### config.mk
export PLATFORM = sky130hd
export DESIGN_NAME = arrow_spawner_flat
export DESIGN_NICKNAME = d
export VERILOG_FILES = /design/src/rtl/arrow_spawner_if.sv /design/src/rtl/arrow_spawner.sv /design/src/flat_wrapper.sv
export SDC_FILE = /design/constraint.sdc
export NUM_CORES = 1
export LEC_CHECK = 0
export ABC_AREA = 1
export BUFFER_PORTS_ARGS = -buffer_cell sky130_fd_sc_hd__buf_2
export CORE_MARGIN = 1.5
export CORE_UTILIZATION = 30
export DETAILED_ROUTE_END_ITERATION = 16
export PLACE_DENSITY = 0.52
export SLEW_MARGIN = 10
export SYNTH_ARGS = -nofsm -noshare
export SYNTH_HDL_FRONTEND = slang
export SYNTH_SLANG_ARGS = --single-unit
### constraint.sdc
create_clock -name clk -period 2.05 [get_ports clk]
set_clock_uncertainty 0.2 [all_clocks]
set_input_delay 0.205 -clock clk [delete_from_list [all_inputs] [get_ports clk]]
set_output_delay 0.205 -clock clk [all_outputs]
set_load 0.01 [all_outputs]
### src/rtl/arrow_spawner_if.sv
// Signal bundle between the video/game side and the arrow spawner.
// The spawner connects through the slave modport; the game side uses master.
interface arrow_spawner_if;
  logic [10:0] hcount_in;
  logic [9:0]  vcount_in;
  logic        enable_in;
  logic        hit_player_in;
  logic        arrow_valid_out;
  logic [1:0]  direction_out;
  logic [2:0]  speed_out;
  logic        inversed_out;
  logic [7:0]  spawn_count_out;
  logic        busy_out;

  modport master (
    output hcount_in, vcount_in, enable_in, hit_player_in,
    input  arrow_valid_out, direction_out, speed_out, inversed_out,
           spawn_count_out, busy_out
  );

  modport slave (
    input  hcount_in, vcount_in, enable_in, hit_player_in,
    output arrow_valid_out, direction_out, speed_out, inversed_out,
           spawn_count_out, busy_out
  );
endinterface

### src/rtl/arrow_spawner.sv
// One-at-a-time arrow launcher with LFSR-driven direction/gaps and a speed ramp.
// Define ARROW_SPAWNER_INVERSE_EN to randomise inversed_out once speed reaches 4.
module arrow_spawner #(
  parameter int          GAP_BASE       = 30,
  parameter int          GAP_RAND_BITS  = 4,
  parameter int          FLIGHT_TIMEOUT = 200,
  parameter int          SPEEDUP_EVERY  = 8,
  parameter logic [15:0] LFSR_SEED      = 16'hACE1
) (
  input  logic           clk,
  input  logic           rst,
  arrow_spawner_if.slave bus
);
  localparam int GAP_W = $clog2(GAP_BASE + (1 << GAP_RAND_BITS)) + 1;
  localparam int FLT_W = $clog2(FLIGHT_TIMEOUT + 1);
  localparam int SPD_W = $clog2(SPEEDUP_EVERY + 1);

  typedef enum logic [2:0] {S_IDLE, S_GAP, S_LAUNCH, S_FLIGHT, S_RETIRE} state_t;

  state_t           state_q, state_d;
  logic [15:0]      lfsr_q, lfsr_d;
  logic [GAP_W-1:0] gap_cnt_q, gap_cnt_d;
  logic [GAP_W-1:0] gap_target_q, gap_target_d;
  logic [FLT_W-1:0] flight_cnt_q, flight_cnt_d;
  logic [SPD_W-1:0] speedup_q, speedup_d;
  logic             valid_q, valid_d;
  logic             busy_q, busy_d;
  logic [1:0]       dir_q, dir_d;
  logic [2:0]       speed_q, speed_d;
  logic [7:0]       spawn_q, spawn_d;
  logic             frame_tick;
  logic [GAP_W-1:0] new_target;

`ifdef ARROW_SPAWNER_INVERSE_EN
  logic inv_q, inv_d;
  assign bus.inversed_out = inv_q;
`else
  assign bus.inversed_out = 1'b0;
`endif

  assign frame_tick = (bus.hcount_in == 11'd0) && (bus.vcount_in == 10'd0);
  assign new_target = GAP_W'(GAP_BASE) + GAP_W'(lfsr_q[GAP_RAND_BITS+1:2]);

  always_comb begin
    state_d      = state_q;
    lfsr_d       = {lfsr_q[14:0], lfsr_q[15] ^ lfsr_q[13] ^ lfsr_q[12] ^ lfsr_q[10]};
    gap_cnt_d    = gap_cnt_q;
    gap_target_d = gap_target_q;
    flight_cnt_d = flight_cnt_q;
    speedup_d    = speedup_q;
    valid_d      = valid_q;
    dir_d        = dir_q;
    speed_d      = speed_q;
    spawn_d      = spawn_q;
`ifdef ARROW_SPAWNER_INVERSE_EN
    inv_d        = inv_q;
`endif
    case (state_q)
      S_IDLE: begin
        if (bus.enable_in) begin
          state_d      = S_GAP;
          gap_cnt_d    = '0;
          gap_target_d = new_target;
        end
      end
      S_GAP: begin
        if (!bus.enable_in) begin
          state_d = S_IDLE;
        end else if (frame_tick) begin
          // Launch side effects are registered here so valid rises the cycle after the expiry tick.
          if ((gap_cnt_q + GAP_W'(1)) == gap_target_q) begin
            state_d = S_LAUNCH;
            dir_d   = lfsr_q[1:0];
            valid_d = 1'b1;
            spawn_d = spawn_q + 8'd1;
`ifdef ARROW_SPAWNER_INVERSE_EN
            inv_d   = (speed_q >= 3'd4) ? lfsr_q[7] : 1'b0;
`endif
            if ((speedup_q + SPD_W'(1)) == SPD_W'(SPEEDUP_EVERY)) begin
              speedup_d = '0;
              speed_d   = (speed_q == 3'd7) ? 3'd7 : speed_q + 3'd1;
            end else begin
              speedup_d = speedup_q + SPD_W'(1);
            end
          end else begin
            gap_cnt_d = gap_cnt_q + GAP_W'(1);
          end
        end
      end
      S_LAUNCH: begin
        if (!bus.enable_in) begin
          state_d = S_RETIRE;
          valid_d = 1'b0;
        end else begin
          state_d      = S_FLIGHT;
          flight_cnt_d = '0;
        end
      end
      S_FLIGHT: begin
        if (!bus.enable_in || bus.hit_player_in) begin
          state_d = S_RETIRE;
          valid_d = 1'b0;
        end else if (frame_tick) begin
          if ((flight_cnt_q + FLT_W'(1)) == FLT_W'(FLIGHT_TIMEOUT)) begin
            state_d = S_RETIRE;
            valid_d = 1'b0;
          end else begin
            flight_cnt_d = flight_cnt_q + FLT_W'(1);
          end
        end
      end
      S_RETIRE: begin
        // Holding until a frame tick guarantees the arrow stage sees valid low for a while.
        if (frame_tick) begin
          if (bus.enable_in) begin
            state_d      = S_GAP;
            gap_cnt_d    = '0;
            gap_target_d = new_target;
          end else begin
            state_d = S_IDLE;
          end
        end
      end
      default: state_d = S_IDLE;
    endcase
    busy_d = (state_d == S_LAUNCH) || (state_d == S_FLIGHT);
  end

  always_ff @(posedge clk or negedge rst) begin
    if (!rst) begin
      state_q      <= S_IDLE;
      lfsr_q       <= LFSR_SEED;
      gap_cnt_q    <= '0;
      gap_target_q <= '0;
      flight_cnt_q <= '0;
      speedup_q    <= '0;
      valid_q      <= 1'b0;
      busy_q       <= 1'b0;
      dir_q        <= 2'b00;
      speed_q      <= 3'd1;
      spawn_q      <= 8'd0;
`ifdef ARROW_SPAWNER_INVERSE_EN
      inv_q        <= 1'b0;
`endif
    end else begin
      state_q      <= state_d;
      lfsr_q       <= lfsr_d;
      gap_cnt_q    <= gap_cnt_d;
      gap_target_q <= gap_target_d;
      flight_cnt_q <= flight_cnt_d;
      speedup_q    <= speedup_d;
      valid_q      <= valid_d;
      busy_q       <= busy_d;
      dir_q        <= dir_d;
      speed_q      <= speed_d;
      spawn_q      <= spawn_d;
`ifdef ARROW_SPAWNER_INVERSE_EN
      inv_q        <= inv_d;
`endif
    end
  end

  assign bus.arrow_valid_out = valid_q;
  assign bus.direction_out   = dir_q;
  assign bus.speed_out       = speed_q;
  assign bus.spawn_count_out = spawn_q;
  assign bus.busy_out        = busy_q;
endmodule

### src/flat_wrapper.sv
// flat-port wrapper written by rule: the top's interface ports become plain ports
module arrow_spawner_flat 
#(
  parameter int          GAP_BASE       = 30,
  parameter int          GAP_RAND_BITS  = 4,
  parameter int          FLIGHT_TIMEOUT = 200,
  parameter int          SPEEDUP_EVERY  = 8,
  parameter logic [15:0] LFSR_SEED      = 16'hACE1
)
  (clk, rst, bus_hcount_in, bus_vcount_in, bus_enable_in, bus_hit_player_in, bus_arrow_valid_out, bus_direction_out, bus_speed_out, bus_inversed_out, bus_spawn_count_out, bus_busy_out);
  arrow_spawner_if bus_i ();
  input  logic clk;
  input  logic rst;
  input wire logic [$bits(bus_i.hcount_in)-1:0] bus_hcount_in;
  input wire logic [$bits(bus_i.vcount_in)-1:0] bus_vcount_in;
  input wire logic [$bits(bus_i.enable_in)-1:0] bus_enable_in;
  input wire logic [$bits(bus_i.hit_player_in)-1:0] bus_hit_player_in;
  output wire logic [$bits(bus_i.arrow_valid_out)-1:0] bus_arrow_valid_out;
  output wire logic [$bits(bus_i.direction_out)-1:0] bus_direction_out;
  output wire logic [$bits(bus_i.speed_out)-1:0] bus_speed_out;
  output wire logic [$bits(bus_i.inversed_out)-1:0] bus_inversed_out;
  output wire logic [$bits(bus_i.spawn_count_out)-1:0] bus_spawn_count_out;
  output wire logic [$bits(bus_i.busy_out)-1:0] bus_busy_out;
  assign bus_i.hcount_in = bus_hcount_in;
  assign bus_i.vcount_in = bus_vcount_in;
  assign bus_i.enable_in = bus_enable_in;
  assign bus_i.hit_player_in = bus_hit_player_in;
  assign bus_arrow_valid_out = bus_i.arrow_valid_out;
  assign bus_direction_out = bus_i.direction_out;
  assign bus_speed_out = bus_i.speed_out;
  assign bus_inversed_out = bus_i.inversed_out;
  assign bus_spawn_count_out = bus_i.spawn_count_out;
  assign bus_busy_out = bus_i.busy_out;
  arrow_spawner #(.GAP_BASE(GAP_BASE), .GAP_RAND_BITS(GAP_RAND_BITS), .FLIGHT_TIMEOUT(FLIGHT_TIMEOUT), .SPEEDUP_EVERY(SPEEDUP_EVERY), .LFSR_SEED(LFSR_SEED)) u_core (.clk(clk), .rst(rst), .bus(bus_i));
endmodule
==> results.toml, run 1 <==
[placed_design]
placed_cells_incl_taps = 557
io_buffer_count = 39
placedInstanceArea_um2 = 3551
pre_cts_slack_ns = -0.1125
globalplace.congestion = 0.8513
place_hpwl_um = 4924

[clock_tree]
clock_sinks = 59
htree_levels = 3
clk_transition_reported_paths_ns = 0.08
cts_made_buffers = 9
clkLatencyLatePin_ns = 0.35
number_of_buffers_on_the_longest_clock_path = 2
cts_tree = "yes"
clk_root_buffer_cell = "sky130_fd_sc_hd__clkbuf_8"

[logic_synthesis]
synth.net_count = 406
synth_area_um2 = 3090
ys_ff_latch = 59
synthesis.instances = 374
yosysWarningCount = 0
avgSynthCellArea_um2 = 8.263
yosys.area_share.xor_xnor_pct = 3.968
post_synth_num_cell_types = 30
dominant_combinational_cell_family_by_area_after_synthesis = "simple AND/OR/NAND/NOR gates"
post_synth_and_or_nand_nor_area_fraction_pct = 34.21
cell_with_the_most_instances_after_synthesis = "sky130_fd_sc_hd__nand2_1"
yosys-mux-area-fraction_pct = 0
ys_top_cells_by_area = "sky130_fd_sc_hd__dfrtp_1 (40%), sky130_fd_sc_hd__nand2_1 (13%), sky130_fd_sc_hd__dfstp_2 (7.7%), sky130_fd_sc_hd__nand3_1 (6.8%), sky130_fd_sc_hd__nor2_1 (4.4%)"
fraction_of_synthesis_flops_using_an_asynchronous_set_or_reset_pin_pct = 100.0
synthDominantAreaCellType = "sky130_fd_sc_hd__dfrtp_1"
synth_fa_ha_area_share_pct = 2.834
synth_ff_type = "sky130_fd_sc_hd__dfrtp_1"
fraction_of_post_synthesis_cell_area_in_the_top_cell_type_by_area_pct = 40.49
synth-seq-area-share_pct = 48.14
most_numerous_cell_types_in_the_synthesized_netlist = "sky130_fd_sc_hd__nand2_1 (110), sky130_fd_sc_hd__dfrtp_1 (50), sky130_fd_sc_hd__nand3_1 (42)"
synth_edf_count = 0
synth_compound_gate_area_share_pct = 4.980

[floorplan]
rows = 36
die_w_um = 104.5
design.portCount = 41
die-area_um2 = 10920
initial_utilization_pct = 31.33
die_height_um = 104.5
floorplan.core_area_um2 = 9864

[global_routing]
grt_max_degree = 27
first_global_vias = 2515
initial_antenna_violation_count = 0
global_route_wire_length_before_repair_um = 11820
global_route.usage.total_pct = 13.57
grt_overflow_total = 0

[sta]
pins_over_slew_limit = 0
final-setup-viol-count = 0
clock.fmax_mhz = 491.8
setup_ws_ns = 0.01670
final-hold-violation-count = 0
rsz0062_at_grt = "yes"
timing.final.crit_share_pct = 99.19
setup_total_negative_slack_ns = 0
period_minus_slack_ns = 2.033

[run]
number_of_max_capacitance_violations_reported = 0

[critical_path]
critical_path.reg2reg.endpoint = "u_core.bus.spawn_count_out[3]"
critical_path_peak_fanout = 11
critical_path.endpoint_type = "flip-flop"
worst-endpoint-arrival_ns = 2.08
crit_path_start_kind = "flip-flop"
timing.critical_path.required_ns = 2.10
crit_type = "reg2reg"
timing.rr.start = "u_core.gap_cnt_q[0]"
r2r.worst_path.cells = 12
ff2ff_setup_slack_ns = 0.02

[layout]
num-fill-cells = 989
insertedDiodeCount = 0
drive_gt1_share_pct = 31.39
layoutNonFillerInstCount = 579
finalNetCount = 473
syn2layout_area_growth_pct = 28.26
post-route-util_pct = 40.18
post-route-cell-area_um2 = 3964

[power_and_ir_drop]
ir_drop_mv = 0.3382
seq_power_share_pct = 46.2
cellLeakagePower_nw = 2.022
proportion_of_power_drawn_by_the_clock_network_pct = 36.9
pwr-share-comb_pct = 16.8
net-switching-power_w = 0.0008401
intPower_w = 0.001864
switching_share_pct = 31.07
power_density_nw_per_um2 = 682.2

[route]
wl_per_cell_um = 12.10
drtIter0Drc = 65
post_drt_via_cell_ratio = 4.501
drtPass1Iterations = 5
drt_wl_total_um = 7007
antenna_violating_nets_left = 0
vias = 2606
remaining_drcs = 0

[worst_hold_path]
hold_class = "in2async"

[status]
run_status = "finished clean"
==> final cells by class <==
type | count | area [um2] | share of cell area, %
Sequential cell | 59 | 1489 | 37.56
Tap cell | 133 | 166.4 | 4.198
Timing Repair Buffer | 62 | 446.7 | 11.27
Clock inverter | 7 | 58.81 | 1.484
Inverter | 33 | 123.9 | 3.125
Clock buffer | 9 | 123.9 | 3.125
Multi-Input combinational cell | 276 | 1555 | 39.24
==> timing repair <==
| action | 4_1_cts | 5_1_grt |
|---|---|---|
| hold buffers | 1 | 0 |
| gates cloned | 0 | 2 |
| buffers inserted | 1 | 2 |
| endpoints found under the setup margin | 14 | 36 |
| pin swaps | 3 | 3 |
| hold endpoints to repair | 56 | 0 |
| resized for setup | 3 | 30 |
==> worst max-delay path by stage <==
stage                             start                             to  slack [ns]  depth (start not counted)
finish              u_core.gap_cnt_q[0]  u_core.bus.spawn_count_out[3]        0.02                         12
global route        u_core.gap_cnt_q[0]  u_core.bus.spawn_count_out[1]       -0.13                         15
CTS                 u_core.gap_cnt_q[0]            u_core.speedup_q[2]       0.005                         13
detailed placement  u_core.gap_cnt_q[0]            u_core.gap_cnt_q[5]       -0.11                         14
global placement    u_core.gap_cnt_q[0]            u_core.gap_cnt_q[5]       -0.08                         14
floorplan           u_core.gap_cnt_q[0]  u_core.bus.spawn_count_out[5]        0.01                         12
==> layer usage <==
layer  GRT usage (%)  routed length (um)  vias up
met5               0                   0        -
met4           6.052                 160        0
met3           4.135                 263       13
met2           21.57                3360       40
met1           16.90                3223     1219
li1                -                   -     1334
==> through the flow <==
step,hold WS (ns),power (W)
after CTS,0.04479,0.002698
after global placement,-0.1235,0.001639
after detailed placement,-0.1210,0.001641
after global routing,0.05411,0.002856
after floorplan,-0.2906,0.001489
final,0.04050,0.002704
==> registers in the layout, summed over array words and instances (netlist names) <==
signal	count
u_core.bus.arrow_valid_out	1
u_core.bus.busy_out	1
u_core.bus.direction_out	2
u_core.bus.spawn_count_out	8
u_core.bus.speed_out	3
u_core.flight_cnt_q	8
u_core.gap_cnt_q	7
u_core.gap_target_q	6
u_core.lfsr_q	16
u_core.speedup_q	4
u_core.state_q	3
==> worst max-delay path: stages, from the launching register on <==
cell	delay, ns
sky130_fd_sc_hd__dfrtp_1	0.42
sky130_fd_sc_hd__ha_4	0.29
sky130_fd_sc_hd__xnor2_1	0.10
sky130_fd_sc_hd__nand2_1	0.08
sky130_fd_sc_hd__nor2_2	0.11
sky130_fd_sc_hd__nand2_2	0.07
sky130_fd_sc_hd__nor2_4	0.09
sky130_fd_sc_hd__nand2_4	0.09
sky130_fd_sc_hd__nor2_4	0.12
sky130_fd_sc_hd__nand2_4	0.09
sky130_fd_sc_hd__clkbuf_16	0.18
sky130_fd_sc_hd__nand2_1	0.06
sky130_fd_sc_hd__nand2_1	0.04
==> kinds of logic (layout without fill, tap and decap cells) <==
group / count (synthesis) / in the layout
AND/OR/NAND/NOR: 229 / 229
flip-flops: 59 / 59
buffers and inverters: 39 / 111
AO/OA/AOI/OAI: 25 / 25
XOR/XNOR: 14 / 14
adder cells (fa/ha/maj): 7 / 7
other: 1 / 1
==> power by group through the flow <==
stage	Combinational (W)	Clock, W	Sequential (W)
finish	0.000455	0.000998	0.00125
global route	0.000518	0.00108	0.00126
CTS	0.000419	0.00103	0.00124
detailed placement	0.000382	0	0.00126
global placement	0.000381	0	0.00126
floorplan	0.000225	0	0.00126
==> cell usage in the layout (no fill, tap or decap), types with 2 or more instances in the layout <==
cell,netlist,layout
sky130_fd_sc_hd__xor2_1,4,4
sky130_fd_sc_hd__nor2_4,4,8
sky130_fd_sc_hd__nand3_1,42,40
sky130_fd_sc_hd__nor2_2,5,5
sky130_fd_sc_hd__xnor2_1,10,10
sky130_fd_sc_hd__nand2_4,0,9
sky130_fd_sc_hd__o21ai_1,7,7
sky130_fd_sc_hd__clkbuf_8,0,9
sky130_fd_sc_hd__nand2_1,110,102
sky130_fd_sc_hd__clkbuf_16,0,2
sky130_fd_sc_hd__nand3b_1,3,3
sky130_fd_sc_hd__nand2_2,14,13
sky130_fd_sc_hd__inv_6,0,3
sky130_fd_sc_hd__dfrtp_1,50,49
sky130_fd_sc_hd__nand4_1,7,7
sky130_fd_sc_hd__buf_4,2,16
sky130_fd_sc_hd__o21ai_2,6,6
sky130_fd_sc_hd__buf_2,1,39
sky130_fd_sc_hd__o21ai_0,9,9
sky130_fd_sc_hd__ha_1,7,5
sky130_fd_sc_hd__buf_12,0,3
sky130_fd_sc_hd__nor2_1,36,32
sky130_fd_sc_hd__clkinv_4,0,2
sky130_fd_sc_hd__inv_2,3,4
sky130_fd_sc_hd__nor3_1,3,3
sky130_fd_sc_hd__clkinvlp_4,0,2
sky130_fd_sc_hd__nand3_2,2,4
sky130_fd_sc_hd__inv_1,30,29
sky130_fd_sc_hd__dfstp_2,9,9
sky130_fd_sc_hd__ha_4,0,2
No activity file was read; power rests on OpenSTA's default activity.
==> run 2: changes to the inputs <==
- BUFFER_PORTS_ARGS: -buffer_cell sky130_fd_sc_hd__buf_2 -> default
- DONT_BUFFER_PORTS: default -> 1
- PLACE_DENSITY: 0.52 -> 0.48
- REMOVE_ABC_BUFFERS: default -> 1
==> results.toml, run 2 (synthesis gave the netlist of run 1 again) <==
[placed_design]
placedInstanceArea_um2 = 3318
place_hpwl_um = 4391
io_buffer_count = 0
globalplace.congestion = 0.8219
pre_cts_slack_ns = -0.06742

[critical_path]
timing.critical_path.slowest_cell_delay_ns = 0.42
timing.rr.start = "u_core.gap_cnt_q[0]"
critical_path_peak_fanout = 13
worst-endpoint-arrival_ns = 2.07
critical_path.reg2reg.endpoint = "u_core.bus.spawn_count_out[2]"
crit_buf_inv = 1
timing.critical_path.required_ns = 2.08
ff2ff_setup_slack_ns = 0.009
r2r.worst_path.cells = 12
cpLargestDelayFamily = "simple AND/OR/NAND/NOR gates"
cp_cell_sequence = "ha_4, xnor2_2, nand2_1, nor2_2, nand2_2, nor2_4, nand2_4, nor2_4, nand2_4, buf_12, nand2_2, o21ai_2"
crit_type = "reg2reg"
slowest_cell_on_the_critical_path = "sky130_fd_sc_hd__dfrtp_1"
crit_path_start_kind = "flip-flop"
critical_path.endpoint_type = "flip-flop"

[worst_hold_path]
worst_hold_path.endpoint = "u_core.state_q[0]"
hold_class = "in2reg"
hold_path_depth = 4
hp-start = "bus_enable_in"

[global_routing]
initial_antenna_violation_count = 0
top_usage_layer = "met2"
grt_overflow_total = 0
global_route.usage.met2_pct = 19.64
global_route.usage.total_pct = 12.80
first_global_vias = 2347
met1_usage_pct = 16.49
global_route_wire_length_before_repair_um = 11060
grt_max_degree = 60
use_met3_pct = 4.323

[route]
antenna_violating_nets_left = 0
post_drt_via_cell_ratio = 4.506
drt_wl_total_um = 6427
wl_per_cell_um = 11.90
drtPass1Iterations = 4
drtIter0Drc = 100
vias = 2433
remaining_drcs = 0

[layout]
layout_commonest_cell = "sky130_fd_sc_hd__nand2_1"
layout.cells.most_common_list = "sky130_fd_sc_hd__nand2_1 (106), sky130_fd_sc_hd__dfrtp_1 (48), sky130_fd_sc_hd__nand3_1 (40), sky130_fd_sc_hd__nor2_1 (32), sky130_fd_sc_hd__inv_1 (30)"
reg_with_most_ffs = "u_core.lfsr_q"
insertedDiodeCount = 0
drive_gt1_share_pct = 23.59
post-route-cell-area_um2 = 3767
syn2layout_area_growth_pct = 21.90
largest_register_ff_count = 16
finalNetCount = 434
post-route-util_pct = 38.19

[floorplan]
rows = 36
die_w_um = 104.5
initial_utilization_pct = 31.33
floorplan.core_area_um2 = 9864
design.portCount = 41
die-area_um2 = 10920
die_height_um = 104.5

[clock_tree]
clock_sinks = 59
clk_transition_reported_paths_ns = 0.07
htree_levels = 3
cts_made_buffers = 9
number_of_buffers_on_the_longest_clock_path = 2
cts_tree = "yes"
clk_root_buffer_cell = "sky130_fd_sc_hd__clkbuf_8"
clkLatencyLatePin_ns = 0.35

[sta]
period_minus_slack_ns = 2.041
clock.fmax_mhz = 489.9
setup_ws_ns = 0.008752
pins_over_slew_limit = 0
timing.final.crit_share_pct = 99.57
setup_total_negative_slack_ns = 0
final-hold-violation-count = 0
final-setup-viol-count = 0
rsz0062_at_grt = "yes"

[status]
run_status = "finished clean"

[run]
number_of_max_capacitance_violations_reported = 0

[power_and_ir_drop]
post-layout-total-power_w = 0.002885
ir_drop_mv = 0.3637
power_density_nw_per_um2 = 765.9
cellLeakagePower_nw = 1.860
run 2: cell count changes in the layout (fill, tap and decap cells not counted), sizes merged:
cell / change
buf: -39
clkinvlp: -2
dlygate4sd3: +2
bufinv: +1
clkbuf: -1
run 2: how the worst max path moves through the flow:
stage	from	endpoint	slack, ns	depth (start not counted)
after floorplan	u_core.gap_cnt_q[0]	u_core.speedup_q[0]	-0.22	11
after CTS	u_core.gap_cnt_q[0]	u_core.bus.spawn_count_out[2]	0.004	12
after detailed placement	u_core.gap_cnt_q[0]	u_core.bus.spawn_count_out[3]	-0.07	12
after global placement	u_core.gap_cnt_q[0]	u_core.bus.spawn_count_out[5]	-0.03	12
final	u_core.gap_cnt_q[0]	u_core.bus.spawn_count_out[2]	0.009	12
after global routing	u_core.gap_cnt_q[0]	u_core.bus.spawn_count_out[6]	-0.10	13
run 2: layout make-up:
class / instances / area, um2
Fill cell: 1024 / 6097
Multi-Input combinational cell: 276 / 1538
Sequential cell: 59 / 1490
Timing Repair Buffer: 23 / 241.5
Tap cell: 133 / 166.4
Clock buffer: 10 / 137.6
Inverter: 33 / 123.9
Clock inverter: 6 / 70.07
run 2: what timing repair did:
item                       4_1_cts  5_1_grt
setup buffers                    0        7
hold buffers                     4        0
hold endpoints to repair        74        0
setup endpoints to repair       23       37
gates resized for setup          3       25
pin swaps                        1        3
run 2: metrics by stage:
stage          cells  hold WS, ns
2_1_floorplan    368      -0.2906
3_3_place_gp     513      -0.2894
3_5_place_dp     513      -0.2891
4_1_cts          533      0.01593
5_1_grt          540      0.06662
6_report         540      0.05056
run 2: worst reg2reg max path: stages (launching register included):
cell and delay (ns):
sky130_fd_sc_hd__dfrtp_1 0.42, sky130_fd_sc_hd__ha_4 0.29, sky130_fd_sc_hd__xnor2_2 0.10, sky130_fd_sc_hd__nand2_1 0.08
sky130_fd_sc_hd__nor2_2 0.12, sky130_fd_sc_hd__nand2_2 0.07, sky130_fd_sc_hd__nor2_4 0.10, sky130_fd_sc_hd__nand2_4 0.09
sky130_fd_sc_hd__nor2_4 0.12, sky130_fd_sc_hd__nand2_4 0.08, sky130_fd_sc_hd__buf_12 0.15, sky130_fd_sc_hd__nand2_2 0.06
sky130_fd_sc_hd__o21ai_2 0.05
run 2: power breakdown:
part / leakage (nW) / internal [W] / switching, W
sequential: 0.737 / 0.00121 / 0.0000441
combinational: 1.02 / 0.000235 / 0.000257
clock: 0.108 / 0.000608 / 0.000537
total: 1.86 / 0.00205 / 0.000838
run 2: per-layer routing:
layer	share of wire, %	vias up
met3	5.0	8
met5	0	-
li1	-	1256
met2	45	46
met4	1.7	0
met1	48	1123
==> run 3: changes to the inputs <==
- PLACE_DENSITY: 0.48 -> 0.47
- clock period: 2.05 -> 1.92 ns (I/O delays scaled with it)
==> results.toml, run 3 (synthesis gave the netlist of run 1 again) <==
[route]
drtIter0Drc = 83
drt_wl_total_um = 6767
drtPass1Iterations = 4
vias = 2509
wl_per_cell_um = 12.37
post_drt_via_cell_ratio = 4.587
antenna_violating_nets_left = 0
remaining_drcs = 0

[critical_path]
crit_path_start_kind = "flip-flop"
crit_buf_inv = 3
worst-endpoint-arrival_ns = 2.10
cpLargestDelayFamily = "simple AND/OR/NAND/NOR gates"
critical_path.reg2reg.endpoint = "u_core.gap_cnt_q[0]"
r2r.worst_path.cells = 14
critical_path_peak_fanout = 8
critical_path.endpoint_type = "flip-flop"
timing.critical_path.slowest_cell_delay_ns = 0.42
crit_start = "u_core.gap_cnt_q[0]"
ff2ff_setup_slack_ns = -0.12
timing.critical_path.required_ns = 1.98
slowest_cell_on_the_critical_path = "sky130_fd_sc_hd__dfrtp_1"
crit_type = "reg2reg"
cp_cell_sequence = "buf_6, buf_4, xor2_1, nand2_1, nor2_2, nand2_2, nor2_4, nand2_4, buf_6, nand2_8, nand2_8, nand2_8, nand2_1, nand2_1"
timing.rr.start = "u_core.gap_cnt_q[0]"

[global_routing]
initial_antenna_violation_count = 0
grt_overflow_total = 0
global_route_wire_length_before_repair_um = 11490
first_global_vias = 2479
global_route.usage.total_pct = 13.12
grt_max_degree = 60

[worst_hold_path]
hold_class = "in2reg"
worst_hold_path.endpoint = "u_core.state_q[0]"
hold_path_depth = 4
hp-start = "bus_enable_in"

[clock_tree]
clk_transition_reported_paths_ns = 0.07
clk_root_buffer_cell = "sky130_fd_sc_hd__clkbuf_8"
clkLatencyLatePin_ns = 0.33
cts_made_buffers = 9
number_of_buffers_on_the_longest_clock_path = 2
clock_sinks = 59
htree_levels = 3
cts_tree = "yes"

[sta]
pins_over_slew_limit = 0
clock.fmax_mhz = 490.2
setup_ws_ns = -0.1200
period_minus_slack_ns = 2.040
final-hold-violation-count = 0
worst_hold_margin_ns = 0.02524
rsz0062_at_grt = "yes"
final-setup-viol-count = 28
timing.final.crit_share_pct = 106.2

[layout]
finalNetCount = 441
insertedDiodeCount = 0
layout.cells.most_common_list = "sky130_fd_sc_hd__nand2_1 (92), sky130_fd_sc_hd__dfrtp_1 (47), sky130_fd_sc_hd__nand3_1 (35), sky130_fd_sc_hd__nor2_1 (31), sky130_fd_sc_hd__inv_1 (29)"
post-route-util_pct = 39.59
layout_commonest_cell = "sky130_fd_sc_hd__nand2_1"
layoutNonFillerInstCount = 547
drive_gt1_share_pct = 30.43
syn2layout_area_growth_pct = 26.36
reg_with_most_ffs = "u_core.lfsr_q"
largest_register_ff_count = 16
post-route-cell-area_um2 = 3905
num-fill-cells = 1020

[placed_design]
placedInstanceArea_um2 = 3358
place_hpwl_um = 4487
placed_cells_incl_taps = 520
globalplace.congestion = 0.7947
io_buffer_count = 0

[floorplan]
rows = 36
die_height_um = 104.5
initial_utilization_pct = 31.33
floorplan.core_area_um2 = 9864
die-area_um2 = 10920
design.portCount = 41
die_w_um = 104.5

[power_and_ir_drop]
post-layout-total-power_w = 0.002879
ir_drop_mv = 0.3485
power_density_nw_per_um2 = 737.4
cellLeakagePower_nw = 1.870

[run]
number_of_max_capacitance_violations_reported = 0

[status]
run_status = "finished with violations"
failed_checks = "negative setup slack"
==> run 3: cell types whose count changed in the layout (fill, tap and decap cells not counted), sizes merged <==
| cell | previous run | this run |
|---|---|---|
| buf | 20 | 26 |
| clkinv | 2 | 5 |
| inv | 36 | 34 |
| bufinv | 1 | 0 |
| clkbuf | 10 | 9 |
| clkinvlp | 0 | 1 |
| nand2 | 124 | 125 |
==> run 3: worst max path at each step <==
stage,endpoint,cells past startpoint
6_report,u_core.gap_cnt_q[0],14
5_1_grt,u_core.gap_cnt_q[0],15
2_1_floorplan,u_core.speedup_q[0],11
3_5_place_dp,u_core.speedup_q[2],12
4_1_cts,u_core.speedup_q[2],13
3_3_place_gp,u_core.gap_cnt_q[0],12
==> run 3: worst register-to-register path, delay by kind of cell (launching register included) <==
family / cells / cell delay, ns
DFF: 1 / 0.42
buffers and inverters: 3 / 0.43
xor gates and xnor gates: 1 / 0.12
and+or+nand+nor: 10 / 0.83
==> run 3: power by group <==
| group | leakage [nW] | internal [W] | switching [W] |
|---|---|---|---|
| registers | 0.737 | 0.00129 | 0.0000462 |
| clock network | 0.0896 | 0.000474 | 0.000541 |
| logic | 1.04 | 0.000236 | 0.000296 |
==> run 3: cell type report <==
type | instances | area [um2] | area share (%)
Multi-Input combinational cell | 277 | 1658 | 42.45
Sequential cell | 59 | 1491 | 38.19
Timing Repair Buffer | 29 | 289.0 | 7.401
Tap cell | 133 | 166.4 | 4.261
Clock buffer | 9 | 123.9 | 3.172
Inverter | 33 | 123.9 | 3.172
Clock inverter | 7 | 52.55 | 1.346
==> run 3: repair_timing <==
action / in CTS / in global routing
pin swaps: 0 / 13
gates cloned: 0 / 1
gates resized for setup: 3 / 59
setup endpoints to repair: 36 / 37
hold endpoints to repair: 77 / 0
hold buffers: 4 / 0
setup buffers: 0 / 6
==> run 3: per-stage QoR <==
stage	setup TNS (ns)	setup WS [ns]
floorplan	-5.367	-0.3510
global placement	-2.652	-0.1237
detailed placement	-3.400	-0.1665
CTS	-1.674	-0.1121
global route	-6.206	-0.2449
finish	-2.138	-0.1200
==> run 3: per-layer routing <==
layer	global-route usage [%]	vias to the layer above	share of wire, %
met1	16.81	1191	48
li1	-	1274	-
met3	4.699	4	5.1
met4	4.365	0	0.81
met2	20.44	40	46
met5	0	-	0
